File: config.mk
export PLATFORM = sky130hd
export DESIGN_NAME = tsmap_arbiter
export DESIGN_NICKNAME = d
export VERILOG_FILES = /design/src/rtl/tsmap_arbiter.sv
export SDC_FILE = /design/constraint.sdc
export NUM_CORES = 1
export LEC_CHECK = 0
export CORE_UTILIZATION = 47
export CTS_BUF_LIST = sky130_fd_sc_hd__clkbuf_2
export CTS_CLUSTER_SIZE = 30
export DETAILED_ROUTE_END_ITERATION = 7
export PLACE_DENSITY = 0.84
export SYNTH_ARGS = -nofsm -noshare
export SYNTH_HDL_FRONTEND = slang
export SYNTH_SLANG_ARGS = --single-unit
export TNS_END_PERCENT = 100
File: constraint.sdc
create_clock -name clk_i -period 2.2 [get_ports clk_i]
set_input_delay 0.22 -clock clk_i [delete_from_list [all_inputs] [get_ports clk_i]]
set_output_delay 0.22 -clock clk_i [all_outputs]
set_load 0.01 [all_outputs]
File: src/rtl/tsmap_arbiter.sv
// TS map SRAM arbiter: core reads win every cycle; host gets read/write/set-bits/clear-bits, one transaction at a time.
// Host response 1 cycle after grant (3+ for set/clear); host stalls via grant; optional stall counter under TSMAP_ARB_STATS_EN.
module tsmap_arbiter #(
    parameter int unsigned TSMapSize = 1024,
    parameter int unsigned AddrW     = 16
) (
    input  logic             clk_i,
    input  logic             rst_i,
    input  logic             core_cs_i,
    input  logic [AddrW-1:0] core_addr_i,
    output logic [31:0]      core_rdata_o,
    input  logic             host_req_i,
    input  logic [1:0]       host_op_i,
    input  logic [AddrW-1:0] host_addr_i,
    input  logic [31:0]      host_wdata_i,
    output logic             host_gnt_o,
    output logic             host_rvalid_o,
    output logic [31:0]      host_rdata_o,
    output logic             host_err_o,
    output logic             ram_req_o,
    output logic             ram_we_o,
    output logic [AddrW-1:0] ram_addr_o,
    output logic [31:0]      ram_wdata_o,
    input  logic [31:0]      ram_rdata_i,
    output logic [15:0]      host_stall_cnt_o
);
    typedef enum logic [1:0] {IDLE, RMW_RD, RMW_WR, RESP} state_e;

    localparam logic [1:0]   OP_RD    = 2'b00;
    localparam logic [1:0]   OP_WR    = 2'b01;
    localparam logic [AddrW:0] MapLimit = (AddrW+1)'(TSMapSize);

    state_e             state_q, state_d;
    logic [AddrW-1:0]   addr_q, addr_d;
    logic [31:0]        mask_q, mask_d;
    logic               clr_q, clr_d;
    logic [31:0]        old_q, old_d;
    logic [31:0]        new_q, new_d;
    logic               rvalid_q, rvalid_d;
    logic               err_q, err_d;
    logic               rd_pend_q, rd_pend_d;
    logic               fwd_q, fwd_d;
    logic               in_range;

    assign in_range = ({1'b0, host_addr_i} < MapLimit);

    always_comb begin
        state_d     = state_q;
        addr_d      = addr_q;
        mask_d      = mask_q;
        clr_d       = clr_q;
        old_d       = old_q;
        new_d       = new_q;
        rvalid_d    = 1'b0;
        err_d       = 1'b0;
        rd_pend_d   = 1'b0;
        fwd_d       = 1'b0;
        host_gnt_o  = 1'b0;
        ram_req_o   = 1'b0;
        ram_we_o    = 1'b0;
        ram_addr_o  = '0;
        ram_wdata_o = '0;

        // Core read owns the SRAM port whenever it strobes, including during reset.
        if (core_cs_i) begin
            ram_req_o  = 1'b1;
            ram_addr_o = core_addr_i;
        end

        if (!rst_i) begin
            case (state_q)
                IDLE: begin
                    if (host_req_i && !core_cs_i) begin
                        host_gnt_o = 1'b1;
                        if (!in_range) begin
                            rvalid_d = 1'b1;
                            err_d    = 1'b1;
                        end else begin
                            ram_req_o   = 1'b1;
                            ram_addr_o  = host_addr_i;
                            ram_wdata_o = host_wdata_i;
                            if (host_op_i == OP_RD) begin
                                rvalid_d  = 1'b1;
                                rd_pend_d = 1'b1;
                            end else if (host_op_i == OP_WR) begin
                                ram_we_o = 1'b1;
                                rvalid_d = 1'b1;
                            end else begin
                                addr_d  = host_addr_i;
                                mask_d  = host_wdata_i;
                                clr_d   = host_op_i[0];
                                state_d = RMW_RD;
                            end
                        end
                    end
                end
                RMW_RD: begin
                    old_d   = ram_rdata_i;
                    new_d   = clr_q ? (ram_rdata_i & ~mask_q) : (ram_rdata_i | mask_q);
                    state_d = RMW_WR;
                end
                RMW_WR: begin
                    // A core read of the pending word must see the modified value.
                    if (core_cs_i) begin
                        fwd_d = (core_addr_i == addr_q);
                    end else begin
                        ram_req_o   = 1'b1;
                        ram_we_o    = 1'b1;
                        ram_addr_o  = addr_q;
                        ram_wdata_o = new_q;
                        state_d     = RESP;
                    end
                end
                RESP: state_d = IDLE;
                default: state_d = IDLE;
            endcase
        end
    end

    always_ff @(posedge clk_i) begin
        if (rst_i) begin
            state_q   <= IDLE;
            addr_q    <= '0;
            mask_q    <= '0;
            clr_q     <= 1'b0;
            old_q     <= '0;
            new_q     <= '0;
            rvalid_q  <= 1'b0;
            err_q     <= 1'b0;
            rd_pend_q <= 1'b0;
            fwd_q     <= 1'b0;
        end else begin
            state_q   <= state_d;
            addr_q    <= addr_d;
            mask_q    <= mask_d;
            clr_q     <= clr_d;
            old_q     <= old_d;
            new_q     <= new_d;
            rvalid_q  <= rvalid_d;
            err_q     <= err_d;
            rd_pend_q <= rd_pend_d;
            fwd_q     <= fwd_d;
        end
    end

    assign core_rdata_o  = fwd_q ? new_q : ram_rdata_i;
    assign host_rvalid_o = !rst_i && (rvalid_q || (state_q == RESP));
    assign host_err_o    = !rst_i && err_q;
    assign host_rdata_o  = rst_i               ? 32'h0 :
                           (state_q == RESP)   ? old_q :
                           rd_pend_q           ? ram_rdata_i : 32'h0;

`ifdef TSMAP_ARB_STATS_EN
    logic [15:0] stall_cnt_q, stall_cnt_d;

    always_comb begin
        stall_cnt_d = stall_cnt_q;
        if (host_req_i && !host_gnt_o && (stall_cnt_q != 16'hFFFF)) begin
            stall_cnt_d = stall_cnt_q + 16'd1;
        end
    end

    always_ff @(posedge clk_i) begin
        if (rst_i) begin
            stall_cnt_q <= '0;
        end else begin
            stall_cnt_q <= stall_cnt_d;
        end
    end

    assign host_stall_cnt_o = stall_cnt_q;
`else
    assign host_stall_cnt_o = 16'h0000;
`endif
endmodule

==> metrics.md <==
| Metric | Value |
|---|---|
| Clock Sinks | 119 |
| FF/Latch Area | 2390 um^2 |
| Synth Flop Type | dfxtp_1 |
| Sequential group share of total power | 49.9% |
| Yosys cell types | 45 |
| Crit. End Element | output port |
| Final setup violation count | 80 |
| # rows | 42 |
| Sequential area share after synthesis | 36.7% |
| MaxCap Viol Count | 0 |
| Vias | roughly 7000 |
| Comb power frac | 13.2% |
| Final #Nets | 1192 |
| Initial antenna violation count | 0 |
| Final Util | about three quarters |
| Placer congestion estimate | between 0.8 and 0.9 |
| Number of global-route vias before repair | between 6000 and 7000 |
| Reg clk slew, reported paths | 0.20 ns |
| WHS | 0.129 ns |
| GR peak layer | met2 |
| DR WL/cell | 17.5 um |
| Initial DRC count | 618 |
| CTS tree | yes |
| Critical path type | flop to output port |
| GRT met1 Usage | a little under two fifths |
| Top-count cell post-synth | nor2_1 |
| Final worst-path setup slack | -0.224 ns |
| Total power | 0.00435 W |
| I/O pin count | 235 |
| Drt via density | roughly 5.5 |
| Hold crit path type | primary input to flop |
| Cell count after synthesis | 842 |
| Slew @ Worst Pin | between 0.5 and 0.6 ns |
| Synth top cells by count | nor2_1 (194), dfxtp_1 (119), nand2_1 (110) |
| CP required | 1.98 ns |
| Leak | around 3.9 nW |
| Sw Ratio | ~26% |
| Die area | 14300 um^2 |
| Width of the die | 120 um |
| Synth warn | 0 |
| DRC | 0 |
| Critical path arrival | 2.20 ns |
| GR Util met2 | 49.3% |
| Min cycle time layout | 2.42 ns |
| CTS buffer count | 17 |
| Slew Limit Headroom | 65.1% |
| Pin count of the biggest net entering global routing | 76 |
| EDFF count, synth | 0 |
| Avg Inst Size Synth | 7.72 um^2 |
| Final period utilization | 110% |
| Layout cell share with drive strength beyond 1 | 32.5% |
| Yosys top cell area share | 36.7% |
| Layout Area Growth over Synthesis | 52.2% |
| RSZ-0062 raised after global routing | true |
| Leading area contributor after synthesis | dfxtp_1 |
| Max Root-Sink Buffers | 2 |
| Starting Density | 48.7% |
| H-tree level count | 4 |
| Fin cells | 1276 |
| Max-slew violation count | 0 |
| Int Pwr | 0.00322 W |
| Fmax | about 0.41 GHz |
| Largest cells by area after synthesis | dfxtp_1 (37%), nor2_1 (11%), mux2i_1 (9.9%) |
| Final hold violations | 0 |
| Clock power share | ~37% |
| Outcome | complete, but fails checks |
| Clock latency on the worst-skew pair | between 0.6 and 0.7 ns |
| Net switching power figure | 0.00113 W |
| WL final | 22.4 mm |
| Setup slack after placement | -0.530 ns |
| Dpl cells | 1214 |
| DR pass1 iterations | 5 |
| Post-route ant nets | 0 |
| VDD IR max | 0.000322 V |
| GR Layer Usage met3 | about 6.4% |
| Height of the die | around 120 um |
| Multi-input logic area | 4210 um^2 |
| Ys async rst share | 0% |
| Dpl hpwl | about 13 mm |
| Port bufs | 218 |
| Layout Skew | approximately 0.028 ns |
| Grt total ovfl | 0 |
| Mapped Area | 6500 um^2 |
| Power Dens Cells | about 440 nW/um^2 |
| CP max FO | 6 |
| Synthesis-stage register bit count | 119 |
| Violated checks | setup timing |
| CP Launch Type | flop |
| First-pass GRT wire length | 33.2 mm |
| All-Layer GR Usage | 29.1% |
| Core Area | 13300 um^2 |
| Root buffer cell | clkbuf_2 |
| # fillers | 988 |
[cell type report]
| cell class | instances | share of cell area [%] |
|---|---|---|
| Sequential cell | 119 | 24.2 |
| Inverter | 15 | 0.620 |
| Tap cell | 176 | 2.23 |
| Clock buffer | 19 | 0.962 |
| Multi-Input combinational cell | 640 | 42.6 |
| Timing Repair Buffer | 293 | 27.6 |
| Antenna cell | 1 | 0.0253 |
| Clock inverter | 13 | 1.81 |
[final timing paths]
path                                  startpoint       endpoint  slack (ns)  cells past startpoint
worst max-delay path                  state_q[0]  ram_addr_o[3]       -0.22                      8
worst min-delay path            host_wdata_i[24]     mask_q[24]        0.13                      3
worst max register to register        state_q[1]      mask_q[8]        0.20                      9
worst min register to register        mask_q[15]     mask_q[15]        0.48                      2
[registers in the layout (all words and copies together) (netlist names)]
register	flops
old_q	32
addr_q	16
fwd_q	1
rd_pend_q	1
err_q	1
mask_q	32
state_q	2
rvalid_q	1
clr_q	1
new_q	32
[kinds of logic after synthesis]
logic type	share of synthesized area (%)
AOI/OAI and AO/OA	16.2
other	0.0577
DFF	36.7
and+or+nand+nor	21.7
muxes	15.4
buffers and inverters	7.01
xor gates and xnor gates	2.16
adders and majority gates	0.770
[worst max-delay path, stage by stage, from the launching register on]
cell      delay (ns)
dfxtp_2         0.39
inv_4           0.05
ha_4            0.15
nor2b_4         0.12
and2_4          0.14
buf_6           0.13
a222oi_1        0.36
inv_1           0.07
buf_2           0.14
[routing by layer]
metal	vias to the layer above	share of wire, %
met5	-	0
met4	0	2.0
met1	3324	42
met2	326	49
li1	3326	-
met3	32	6.9
[power groups by stage]
stage | registers [W] | logic (W) | clock network [W]
global route | 0.00217 | 0.000610 | 0.00173
detailed placement | 0.00221 | 0.000584 | 0
finish | 0.00217 | 0.000573 | 0.00160
floorplan | 0.00221 | 0.000224 | 0
global placement | 0.00221 | 0.000580 | 0
CTS | 0.00217 | 0.000559 | 0.00162
[metrics by stage]
| stage | area, um^2 | setup TNS (ns) |
|---|---|---|
| after CTS | 9550 | -14.38 |
| final | 9880 | -10.46 |
| after detailed placement | 9040 | -39.23 |
| after global routing | 9880 | -23.89 |
| after floorplan | 6550 | 0 |
| after global placement | 9040 | -36.64 |
[repair_timing]
action	in CTS	in global routing
cloned	7	7
hold buffers	1	0
gates resized for setup	461	96
buffers inserted	10	10
pin swaps	34	43
setup endpoints to repair	116	115
hold endpoints to repair	14	0
[cell usage in the layout (no fill, tap or decap), drive strengths merged, types with 2 or more instances in the layout]
cell type,synthesis,routed
a211oi,4,4
a21o,2,2
a21oi,105,105
a222oi,9,9
a22o,6,6
a22oi,33,33
a31oi,2,2
and3,6,6
buf,33,149
bufinv,0,4
clkbuf,50,42
clkdlybuf4s15,0,16
clkdlybuf4s50,0,101
clkinv,0,6
clkinvlp,0,2
conb,1,16
dfxtp,119,119
dlygate4sd2,0,3
ha,4,4
inv,15,16
mux2,32,32
mux2i,64,64
nand2,120,120
nor2,194,194
nor2b,3,3
nor3,3,3
nor4,6,6
o21ai,3,3
or4,2,2
xor2,16,16
No activity file was read; power rests on OpenSTA's default activity.
